## config.mk

```make
export PLATFORM = sky130hd
export DESIGN_NAME = lsu_mem_port
export DESIGN_NICKNAME = d
export VERILOG_FILES = /design/src/rtl/lsu_mem_port.sv
export SDC_FILE = /design/constraint.sdc
export NUM_CORES = 1
export LEC_CHECK = 0
export ABC_AREA = 1
export CAP_MARGIN = 20
export CORE_MARGIN = 2
export CORE_UTILIZATION = 55
export CTS_CLUSTER_DIAMETER = 50
export DETAILED_ROUTE_END_ITERATION = 6
export PLACE_DENSITY = 0.92
export SLEW_MARGIN = 0
export SYNTH_ARGS = -nofsm -noshare
export SYNTH_HDL_FRONTEND = slang
export SYNTH_SLANG_ARGS = --single-unit
```

## constraint.sdc

```tcl
create_clock -name clk -period 4.7 [get_ports clk]
set_input_delay 0.705 -clock clk [delete_from_list [all_inputs] [get_ports clk]]
set_output_delay 0.705 -clock clk [all_outputs]
set_load 0.02 [all_outputs]
```

## src/rtl/lsu_mem_port.sv

```systemverilog
// Load/store unit driving a byte-addressable data RAM port: one request at a time,
// alignment checking, optional byte-beat splitting, load extension and fault reporting.
module lsu_mem_port #(
    parameter bit SPLIT_MISALIGNED = 1'b1
) (
    input  logic        clk,
    input  logic        rst_n,
    input  logic        req_valid,
    output logic        req_ready,
    input  logic        req_we,
    input  logic [31:0] req_addr,
    input  logic [31:0] req_wdata,
    input  logic [2:0]  req_size,
    output logic        rsp_valid,
    output logic [31:0] rsp_rdata,
    output logic        rsp_fault,
    output logic        rsp_misaligned,
    output logic [31:0] mem_addr,
    output logic [31:0] mem_wdata,
    output logic        mem_we,
    output logic        mem_re,
    output logic [2:0]  mem_u_b_h_w,
    input  logic [31:0] mem_rdata,
    input  logic        mem_l_fault,
    input  logic        mem_s_fault
);

    typedef enum logic [1:0] {
        ST_IDLE   = 2'd0,
        ST_ACCESS = 2'd1,
        ST_SPLIT  = 2'd2,
        ST_RESP   = 2'd3
    } state_e;

    state_e      state_q;
    logic [31:0] addr_q;
    logic [31:0] wdata_q;
    logic [2:0]  size_q;
    logic        we_q;
    logic [1:0]  beat_q;
    logic [31:0] asm_q;
    logic        req_ready_q;
    logic        rsp_valid_q;
    logic [31:0] rsp_rdata_q;
    logic        rsp_fault_q;
    logic        rsp_mis_q;
    logic [31:0] mem_addr_q;
    logic [31:0] mem_wdata_q;
    logic        mem_we_q;
    logic        mem_re_q;
    logic [2:0]  mem_size_q;

    logic        req_misaligned_d;
    logic        beat_fault_d;
    logic [1:0]  beat_last_d;
    logic [1:0]  beat_next_d;
    logic [31:0] asm_merged_d;
    logic [7:0]  split_wbyte_d;

    // Word (bit1) takes priority over half (bit0); bit2 selects zero extension.
    function automatic logic [31:0] extend_load(input logic [31:0] data, input logic [2:0] size);
        logic [31:0] res;
        if (size[1]) begin
            res = data;
        end else if (size[0]) begin
            res = size[2] ? {16'h0000, data[15:0]} : {{16{data[15]}}, data[15:0]};
        end else begin
            res = size[2] ? {24'h000000, data[7:0]} : {{24{data[7]}}, data[7:0]};
        end
        return res;
    endfunction

    // Alignment check, beat sequencing and load-byte assembly helpers.
    always_comb begin
        if (req_size[1]) begin
            req_misaligned_d = (req_addr[1:0] != 2'b00);
        end else if (req_size[0]) begin
            req_misaligned_d = req_addr[0];
        end else begin
            req_misaligned_d = 1'b0;
        end
        beat_fault_d  = we_q ? mem_s_fault : mem_l_fault;
        beat_last_d   = size_q[1] ? 2'd3 : 2'd1;
        beat_next_d   = beat_q + 2'd1;
        asm_merged_d  = asm_q;
        asm_merged_d[{beat_q, 3'b000} +: 8] = mem_rdata[7:0];
        split_wbyte_d = wdata_q[{beat_next_d, 3'b000} +: 8];
    end

    // Request FSM; memory-port and response outputs are all registered here.
    always_ff @(posedge clk or negedge rst_n) begin
        if (!rst_n) begin
            state_q     <= ST_IDLE;
            addr_q      <= 32'h0;
            wdata_q     <= 32'h0;
            size_q      <= 3'b000;
            we_q        <= 1'b0;
            beat_q      <= 2'd0;
            asm_q       <= 32'h0;
            req_ready_q <= 1'b1;
            rsp_valid_q <= 1'b0;
            rsp_rdata_q <= 32'h0;
            rsp_fault_q <= 1'b0;
            rsp_mis_q   <= 1'b0;
            mem_addr_q  <= 32'h0;
            mem_wdata_q <= 32'h0;
            mem_we_q    <= 1'b0;
            mem_re_q    <= 1'b0;
            mem_size_q  <= 3'b000;
        end else begin
            // The port is idle unless a branch below issues a beat.
            mem_addr_q  <= 32'h0;
            mem_wdata_q <= 32'h0;
            mem_we_q    <= 1'b0;
            mem_re_q    <= 1'b0;
            mem_size_q  <= 3'b000;
            rsp_valid_q <= 1'b0;
            case (state_q)
                ST_IDLE: begin
                    if (req_valid && req_ready_q) begin
                        addr_q      <= req_addr;
                        wdata_q     <= req_wdata;
                        size_q      <= req_size;
                        we_q        <= req_we;
                        beat_q      <= 2'd0;
                        asm_q       <= 32'h0;
                        req_ready_q <= 1'b0;
                        if (!req_misaligned_d) begin
                            state_q     <= ST_ACCESS;
                            mem_addr_q  <= req_addr;
                            mem_wdata_q <= req_wdata;
                            mem_size_q  <= req_size;
                            mem_we_q    <= req_we;
                            mem_re_q    <= ~req_we;
                        end else if (SPLIT_MISALIGNED) begin
                            state_q     <= ST_SPLIT;
                            mem_addr_q  <= req_addr;
                            mem_wdata_q <= {24'h000000, req_wdata[7:0]};
                            mem_size_q  <= 3'b100;
                            mem_we_q    <= req_we;
                            mem_re_q    <= ~req_we;
                        end else begin
                            state_q     <= ST_RESP;
                            rsp_valid_q <= 1'b1;
                            rsp_rdata_q <= 32'h0;
                            rsp_fault_q <= 1'b0;
                            rsp_mis_q   <= 1'b1;
                        end
                    end
                end
                ST_ACCESS: begin
                    state_q     <= ST_RESP;
                    rsp_valid_q <= 1'b1;
                    rsp_fault_q <= beat_fault_d;
                    rsp_mis_q   <= 1'b0;
                    rsp_rdata_q <= (we_q || beat_fault_d) ? 32'h0 : extend_load(mem_rdata, size_q);
                end
                ST_SPLIT: begin
                    if (beat_fault_d) begin
                        state_q     <= ST_RESP;
                        rsp_valid_q <= 1'b1;
                        rsp_fault_q <= 1'b1;
                        rsp_mis_q   <= 1'b0;
                        rsp_rdata_q <= 32'h0;
                    end else if (beat_q == beat_last_d) begin
                        state_q     <= ST_RESP;
                        rsp_valid_q <= 1'b1;
                        rsp_fault_q <= 1'b0;
                        rsp_mis_q   <= 1'b0;
                        rsp_rdata_q <= we_q ? 32'h0 : extend_load(asm_merged_d, size_q);
                    end else begin
                        beat_q      <= beat_next_d;
                        asm_q       <= asm_merged_d;
                        mem_addr_q  <= addr_q + {30'h0, beat_next_d};
                        mem_wdata_q <= {24'h000000, split_wbyte_d};
                        mem_size_q  <= 3'b100;
                        mem_we_q    <= we_q;
                        mem_re_q    <= ~we_q;
                    end
                end
                ST_RESP: begin
                    state_q     <= ST_IDLE;
                    req_ready_q <= 1'b1;
                end
                default: begin
                    state_q     <= ST_IDLE;
                    req_ready_q <= 1'b1;
                end
            endcase
        end
    end

    assign req_ready      = req_ready_q;
    assign rsp_valid      = rsp_valid_q;
    assign rsp_rdata      = rsp_rdata_q;
    assign rsp_fault      = rsp_fault_q;
    assign rsp_misaligned = rsp_mis_q;
    assign mem_addr       = mem_addr_q;
    assign mem_wdata      = mem_wdata_q;
    assign mem_we         = mem_we_q;
    assign mem_re         = mem_re_q;
    assign mem_u_b_h_w    = mem_size_q;

endmodule

```

Word-level counts from Yosys, hierarchy flattened
Index checks and enable logic that the tools add are counted.
{"block": "totals", "register_bits": 209, "output_inout_bits": 105}
{"block": "op_classes", "eq_ne": 8, "mux": 63, "n_bitwise": 2, "n_shift": 3, "addsub": 3, "reduce_logical": 12}
{"operator": "$mux 32", "count": 20}
{"operator": "$pmux 32 s2", "count": 4}
{"operator": "$add 32x2->32", "count": 1}
{"operator": "$bwmux 32", "count": 1}
{"operator": "$shift 8x7->32 const A", "count": 1}
{"operator": "$shiftx 32x6->8", "count": 1}
{"operator": "$shiftx 8x7->32", "count": 1}
{"operator": "$mux 2", "count": 8}
{"operator": "$mux 8", "count": 2}
{"operator": "$mux 1", "count": 15}
{"operator": "$mux 3", "count": 4}
{"operator": "$pmux 1 s2", "count": 6}
{"operator": "$pmux 2 s4", "count": 1}
{"operator": "$reduce_and 2->1", "count": 4}
{"operator": "$reduce_bool 2->1", "count": 4}
{"operator": "$neg 5->7", "count": 1}
{"operator": "$ne 2x2->1 const B", "count": 3}
{"operator": "$pmux 3 s2", "count": 1}
{"operator": "$eq 2x2->1 const B", "count": 2}
{"operator": "$pmux 2 s2", "count": 1}
{"operator": "$reduce_and 4->1", "count": 1}
{"operator": "$ne 3x3->1 const B", "count": 1}
{"operator": "$add 2x1->2 const B", "count": 1}
{"operator": "$eq 2x1->1 const B", "count": 1}
{"operator": "other kinds (5)", "count": 6}

Longest topological paths before layout
Gate-level depths: netlist of the first run.
{"block": "depth", "ltp_word": 10, "mapped_depth": 14}

Worst setup path after synthesis of the first run
No wires, ideal clock.
{"block": "synth_timing", "path_type": "flip-flop to flip-flop", "from": "register beat_q[0]", "to": "register mem_addr_q[26], in the netlist mem_addr[26]", "setup_time_ps": 117, "required_ps": 4583, "path_stages_with_launch": 15, "arrival_time_ps": 2550, "path_buffers": 2, "slack_ps": 2033, "cell_sequence": "dfrtp_1 > buf_4 > inv_2 > ha_1 > buf_2 > inv_2 > fa_1 > inv_1 > nand2_1 > inv_1 > nand3_1 > nor3_2 > nand3_1 > nand2_1 > nand2_1"}
{"block": "synth_via", "elab_chain_cells": 5}
{"element": "start, declared", "line": "40", "rtl": "logic [1:0] beat_q;"}
{"element": "start signal, assigned", "line": "172", "rtl": "beat_q <= beat_next_d;"}
{"element": "$add 2x1->2", "line": "84", "rtl": "beat_next_d = beat_q + 2'd1;"}
{"element": "$add 32x2->32", "line": "174", "rtl": "mem_addr_q <= addr_q + {30'h0, beat_next_d};"}
{"element": "$mux 32 *", "line": "165", "rtl": "end else if (beat_q == beat_last_d) begin"}
{"element": "$mux 32 *", "line": "159", "rtl": "if (beat_fault_d) begin"}
{"element": "$pmux 32 s2 *", "line": "118", "rtl": "case (state_q)"}
{"element": "end signal, assigned", "line": "130", "rtl": "mem_addr_q <= req_addr;"}
{"element": "end signal, assigned", "line": "137", "rtl": "mem_addr_q <= req_addr;"}
{"element": "end signal, assigned", "line": "174"}
{"element": "end, declared", "line": "47", "rtl": "logic [31:0] mem_addr_q;"}
Mark *: on every way between the ends. The rest lies on a longest branch, timed or not.
A chain may end at the register's enable or synchronous reset.

Worst setup path after layout of the first run
{"block": "layout_timing", "from": "register state_q[0]", "to": "register asm_q[9]"}
{"block": "layout_via", "elab_chain_cells": 3}
{"element": "start, declared", "line": "35", "rtl": "state_e state_q;"}
{"element": "start signal, assigned", "line": "93", "rtl": "state_q <= ST_IDLE;"}
{"element": "start signal, assigned", "line": "129", "rtl": "state_q <= ST_ACCESS;"}
{"element": "start signal, assigned", "line": "136", "rtl": "state_q <= ST_SPLIT;"}
{"element": "$eq 2x2->1 or $logic_not 2->1 (tied branches)", "line": "118"}
{"element": "$ne 2x2->1 (no line) or $reduce_bool 2->1 (tied branches)"}
{"element": "$reduce_and 4->1 (no line)"}
{"element": "end signal, assigned", "line": "173", "rtl": "asm_q <= asm_merged_d;"}
{"element": "end, declared", "line": "41", "rtl": "logic [31:0] asm_q;"}
Parallel ways exist; a longest one is shown, timed or not.

==> key figures, run 1 <==
Floorplanning
  – Core ar.: 17400 um^2
  – Core Rows: 48
  – Initial Utilization: 56.5%
  – Die Y: 138 um
  – Die Footprint: 19000 um^2
  – Die X: 138 um
  – Boundary Pins: 210

Run
  – MaxCap Viol Count: 0

Synth
  – Synth top area cells: dfrtp_1, nand2_1, o21ai_0, nor2_1, inv_1
  – Syn Nets: 1358
  – Syn Area/Cell: 7.93 um^2
  – EDFF count, synth: 0
  – Count leader, synth: nand2_1
  – Synth area leader: dfrtp_1
  – Top FF cell, synth: dfrtp_1
  – Count of cell types in the netlist: 33
  – Top-area cell type share of the netlist area: 52.6%
  – Register area share after synthesis: 52.9%
  – Ys Warns: 0
  – Post-synth ARST share: 100%
  – Top cells by count, synth: nand2_1, dfrtp_1, o21ai_0
  – Flop and latch count out of synthesis: 208
  – Synthesized area: 9850 um^2
  – Cells after Synth: 1241

CTS
  – Root Buffer Master: clkbuf_16
  – Sink Count: 208
  – CTS Buf Count: 24
  – Setup Fix Bufs, Post-CTS: 0
  – Worst-Skew Late Latency: 520 ps
  – Clock-pin transition on the worst setup and hold timing paths: 60 ps
  – H-tree depth: 1
  – CTS resizes: 0
  – Hold-fix buffers, CTS: 0
  – TritonCTS clock tree: done
  – CTS max path bufs: 3

Drt
  – Routed WL: 29400 um
  – Avg WL per Cell: 17.5 um
  – Vias per cell: 5.61
  – Routed Antenna Nets: 0
  – TritonRoute pass-1 iters: 6
  – Vias: 9393
  – DRT iter0 DRCs: 872
  – DR DRC count: 0

Power and ir drop
  – Max VDD drop: 0.435 mV
  – Cell Pwr Density: 628 nW/um^2
  – Leakage: 0.00602 uW

Critical path
  – Critical R2R Capture: asm_q[9]$_DFFE_PN0P_
  – Reg2Reg Launch Point: state_q[0]$_DFFE_PN0P_
  – Crit. End Element: register
  – R2r worst-path depth: 8
  – CP Max Fanout: 39
  – Worst endpoint data arrival time: 3700 ps
  – Startpoint types: register
  – Reg2Reg Setup Slack: 1420 ps
  – CP Class: register to register
  – CP required: 5120 ps

Layout
  – Final core occ: 73.7%
  – Fin cells: 1674
  – Footprint of the multi-input gates: 3970 um^2
  – Antenna cells: 0
  – Fill count: 1293
  – Share of layout cells above drive strength 1: 5.31%
  – Storage element area: 5210 um^2
  – Area Overhead vs Synth: 30.3%
  – # nets final: 1548

Status
  – Status: completed

Timing
  – Clk_skew: 18.0 ps
  – Fmax: 0.305 GHz
  – Slew headroom: 33.5%
  – Slew @ Worst Pin: 997 ps
  – Fin crit share: 69.7%
  – RSZ-0062 raised after global routing: false
  – Hold Violations, Final: 0
  – Final Max Tran Viols: 0
  – Setup_tns: 0 ps
  – Final setup fails: 0
  – Post-route minimum period: 3280 ps

Worst hold path
  – Worst min-delay path class: primary input to asynchronous set/reset pin

Global route
  – Global-route wire length before repair: 46600 um
  – Antenna violations before repair: 1
  – GRT Overall Usage: 31.3%
  – Grt ovf: 0
  – Largest net degree at the start of global routing: 122
  – Number of global-route vias before repair: 9266

Placed design
  – Placed cells: 1629
  – Final GP Congestion: 0.984
  – Dpl hpwl: 20200 um
  – IO Port Bufs: 208
==> routing by layer <==
metal	GRT usage [%]	wire, um	up-vias
li1	-	-	4365
met1	40.5	11700	4442
met2	52.7	14100	502
met3	5.59	2580	84
met4	12.1	960	0
met5	0	0	-
==> sequential cells by signal, indices dropped and copies added (netlist names), 3 cells and up <==
name and flops:
rsp_rdata 32, mem_u_b_h_w 3, asm_q 32, wdata_q 32
addr_q 32, mem_addr 32, mem_wdata 32, size_q 3
==> critical path, cell delays in order (launching register included) <==
cell,delay (ps)
dfrtp_1,410
inv_1,150
ha_1,810
inv_1,160
a21oi_1,220
nand2_2,460
inv_2,280
nand2_2,320
o21ai_0,360
==> metrics by stage <==
step                power (uW)  hold slack (ps)  setup WS (ps)  area [um^2]
finish                    8050              278           1420        12800
global route              8550              397           1210        12800
CTS                       8010              368           1500        12800
detailed placement        6050              453           1480        12000
global placement          5940              449           1610        12000
floorplan                 4870              409           2030         9850
==> cell type report <==
type                       count  share of cell area (%)
sequential                   208                    40.6
multi-input combinational    875                    31.0
timing repair buffer         215                    16.8
clock buffer                  28                    4.87
inverter                     107                    3.13
tap                          225                    2.19
clock inverter                16                    1.45
==> cell families after synthesis <==
logic type               after synthesis  share of synthesized area, %
AO/OA/AOI/OAI                        251                          13.4
XOR/XNOR                               4                         0.356
adder cells (fa/ha/maj)               12                          1.60
buffers and inverters                158                          6.85
flip-flops                           208                          52.9
other                                  1                        0.0381
AND/OR/NAND/NOR                      607                          24.9
==> placed cells by master (no fill, tap or decap), drive strengths merged, types with 4 or more instances in the layout <==
cell type      count
clkinv             8
buf                7
o21ai            157
o22ai              4
nand3             39
nor3              19
a22oi             13
a21oi             68
nand4             10
nand2            409
ha                11
dfrtp            207
nor2             129
inv              110
clkdlybuf4s50    207
clkbuf            29
xor2               4
==> worst max-delay path by stage <==
stage	from	depth (start not counted)	end
after floorplan	beat_q[0]$_DFFE_PN0P_	14	mem_addr[26]$_DFF_PN0_
after global placement	mem_l_fault	11	rsp_rdata[31]$_DFFE_PN0P_
after detailed placement	mem_l_fault	11	rsp_rdata[22]$_DFFE_PN0P_
after CTS	state_q[0]$_DFFE_PN0P_	8	asm_q[9]$_DFFE_PN0P_
after global routing	size_q[1]$_DFFE_PN0P_	11	rsp_rdata[22]$_DFFE_PN0P_
final	state_q[0]$_DFFE_PN0P_	8	asm_q[9]$_DFFE_PN0P_
==> report_power, final <==
group / switching (uW) / internal, uW
registers: 382 / 2350
clock network: 790 / 1130
logic: 2260 / 1140
Power figures use the tool's default switching activity.
==> inputs of run 2 (changes only) <==
Settings changed: CORE_UTILIZATION 55 to 46, PLACE_DENSITY 0.92 to 0.83.
Clock period 4.7 ns to 2.79 ns, I/O delays scaled along.
==> key figures, run 2 (synthesis results as in run 1) <==
Floorplanning
  – Die X: 150 um (was 138 um)
  – Initial Utilization: 46.8% (was 56.5%)
  – Die Footprint: 22600 um^2 (was 19000 um^2)
  – Core Rows: 53 (was 48)
  – Boundary Pins: 210 (unchanged)
  – Core ar.: 21000 um^2 (was 17400 um^2)
  – Die Y: 150 um (was 138 um)

Placed design
  – Final GP Congestion: 0.940 (was 0.984)
  – IO Port Bufs: 208 (unchanged)
  – Placed cells: 1693 (was 1629)
  – Dpl hpwl: 20400 um (was 20200 um)

Timing
  – Final Max Tran Viols: 0 (unchanged)
  – Post-route minimum period: 2490 ps (was 3280 ps)
  – Fin crit share: 89.2% (was 69.7%)
  – RSZ-0062 raised after global routing: false (unchanged)
  – Fmax: 0.402 GHz (was 0.305 GHz)
  – Slew @ Worst Pin: 883 ps (was 997 ps)
  – Clk_skew: 11.0 ps (was 18.0 ps)
  – Setup_tns: 0 ps (unchanged)
  – Final setup fails: 0 (unchanged)
  – Hold Violations, Final: 0 (unchanged)
  – Slew headroom: 41.1% (was 33.5%)

Drt
  – Vias: 9211 (was 9393)
  – DRT iter0 DRCs: 671 (was 872)
  – DR DRC count: 0 (unchanged)
  – Routed WL: 29000 um (was 29400 um)
  – Routed Antenna Nets: 0 (unchanged)
  – Vias per cell: 5.29 (was 5.61)
  – TritonRoute pass-1 iters: 7 (was 6)
  – Avg WL per Cell: 16.7 um (was 17.5 um)

CTS
  – H-tree depth: 1 (unchanged)
  – Sink Count: 208 (unchanged)
  – TritonCTS clock tree: done (unchanged)
  – CTS max path bufs: 3 (unchanged)
  – Root Buffer Master: clkbuf_16 (unchanged)
  – Clock-pin transition on the worst setup and hold timing paths: 60 ps (about the same)
  – CTS Buf Count: 25 (was 24)
  – Worst-Skew Late Latency: 520 ps (about the same)

Power and ir drop
  – Int Pwr: 8080 uW (was 4620 uW)
  – Switching Share: 41.6% (was 42.6%)
  – Total power: 13800 uW (was 8050 uW)
  – Cell Pwr Density: 1060 nW/um^2 (was 628 nW/um^2)
  – Reg power frac: 32.7% (was 33.9%)
  – Clk network pwr share: 24.8% (was 23.9%)
  – Max VDD drop: 0.526 mV (was 0.435 mV)
  – Logic pwr share: 42.6% (was 42.2%)
  – Switching power: 5760 uW (was 3430 uW)
  – Leakage: 0.00612 uW (was 0.00602 uW)

Status
  – Status: completed (unchanged)

Layout
  – Storage element area: 5210 um^2 (unchanged)
  – # nets final: 1564 (was 1548)
  – Commonest cells after routing, fill and taps aside: nand2_1, dfrtp_1, clkdlybuf4s50_1, o21ai_0, nor2_1 (unchanged)
  – Fin cells: 1742 (was 1674)
  – Share of layout cells above drive strength 1: 6.28% (was 5.31%)
  – Fill count: 1739 (was 1293)
  – Footprint of the multi-input gates: 3970 um^2 (unchanged)
  – Most common cell after layout, fill and taps aside: nand2_1 (unchanged)
  – Area Overhead vs Synth: 33.0% (was 30.3%)
  – Final core occ: 62.3% (was 73.7%)

Run
  – MaxCap Viol Count: 0 (unchanged)

Global route
  – Grt ovf: 0 (unchanged)
  – Global-route wire length before repair: 45800 um (was 46600 um)
  – GRT Overall Usage: 25.6% (was 31.3%)
  – Largest net degree at the start of global routing: 78 (was 122)
  – Number of global-route vias before repair: 8928 (was 9266)
  – Antenna violations before repair: 5 (was 1)

Critical path
  – Crit. End Element: register (unchanged)
  – CP Max Fanout: 12 (was 39)
  – CP required: 3200 ps (was 5120 ps)
  – Worst endpoint data arrival time: 2890 ps (was 3700 ps)
  – CP Class: register to register (unchanged)
  – Startpoint types: register (unchanged)

Worst hold path
  – Worst min-delay path class: primary input to register (was primary input to asynchronous set/reset pin)
[run 2: path summary, 6_finish.rpt]
path                       cells after the start  slack (ps)                       end               startpoint
max                                           13         300    mem_addr[19]$_DFF_PN0_    beat_q[0]$_DFFE_PN0P_
max reg2reg                                   13         300    mem_addr[19]$_DFF_PN0_    beat_q[0]$_DFFE_PN0P_
min                                            3         450    wdata_q[3]$_DFFE_PN0P_             req_wdata[3]
max in group asynchronous                      3        1530     req_ready$_DFFE_PN1P_                    rst_n
min reg2reg                                    2         470   wdata_q[28]$_DFFE_PN0P_  wdata_q[28]$_DFFE_PN0P_
min in group asynchronous                      2         500  rsp_rdata[0]$_DFFE_PN0P_                    rst_n
[run 2: power groups by stage]
stage               Clock, uW  Sequential, uW  Combinational, uW
detailed placement          0            4540               5800
global placement            0            4530               5670
CTS                      3470            4510               5850
global route             3600            4620               6520
finish                   3430            4520               5900
floorplan                   0            4900               3310
[run 2: area by class of cell]
cell class | count | area share, %
Tap cell | 275 | 2.63
Inverter | 107 | 3.07
Clock buffer | 30 | 5.08
Multi-Input combinational cell | 875 | 30.4
Sequential cell | 208 | 39.8
Antenna cell | 2 | 0.0382
Timing Repair Buffer | 230 | 17.5
Clock inverter | 15 | 1.60
[run 2: metal layers]
layer | global-route usage (%) | vias to the layer above | share of wire, %
met2 | 41.1 | 418 | 46
met4 | 7.50 | 4 | 2.5
li1 | - | 4395 | -
met5 | 0 | - | 0.10
met3 | 6.39 | 57 | 8.9
met1 | 34.5 | 4337 | 42
[run 2: timing repair]
item / in CTS / in global routing
resized for setup: 0 / 0
hold buffers: 1 / 0
hold endpoints to repair: 73 / 0
setup buffers: 0 / 0
[run 2: worst max-delay path, stage by stage (launching register included)]
cell	delay, ps
dfrtp_1	390
inv_2	180
ha_1	310
buf_4	190
ha_1	270
nand2_1	50
nand2_1	90
nand2_1	120
inv_1	90
nand3_1	160
nor2_4	250
nand3_1	100
nand3_1	110
nand2_1	60
[run 2: metrics by stage]
step	hold slack [ps]	instance area, um^2	worst slack (ps)
6_report	451	13100	302
5_1_grt	464	13100	23.5
4_1_cts	441	13100	316
3_5_place_dp	454	12200	335
3_3_place_gp	449	12200	418
2_1_floorplan	123	9850	123
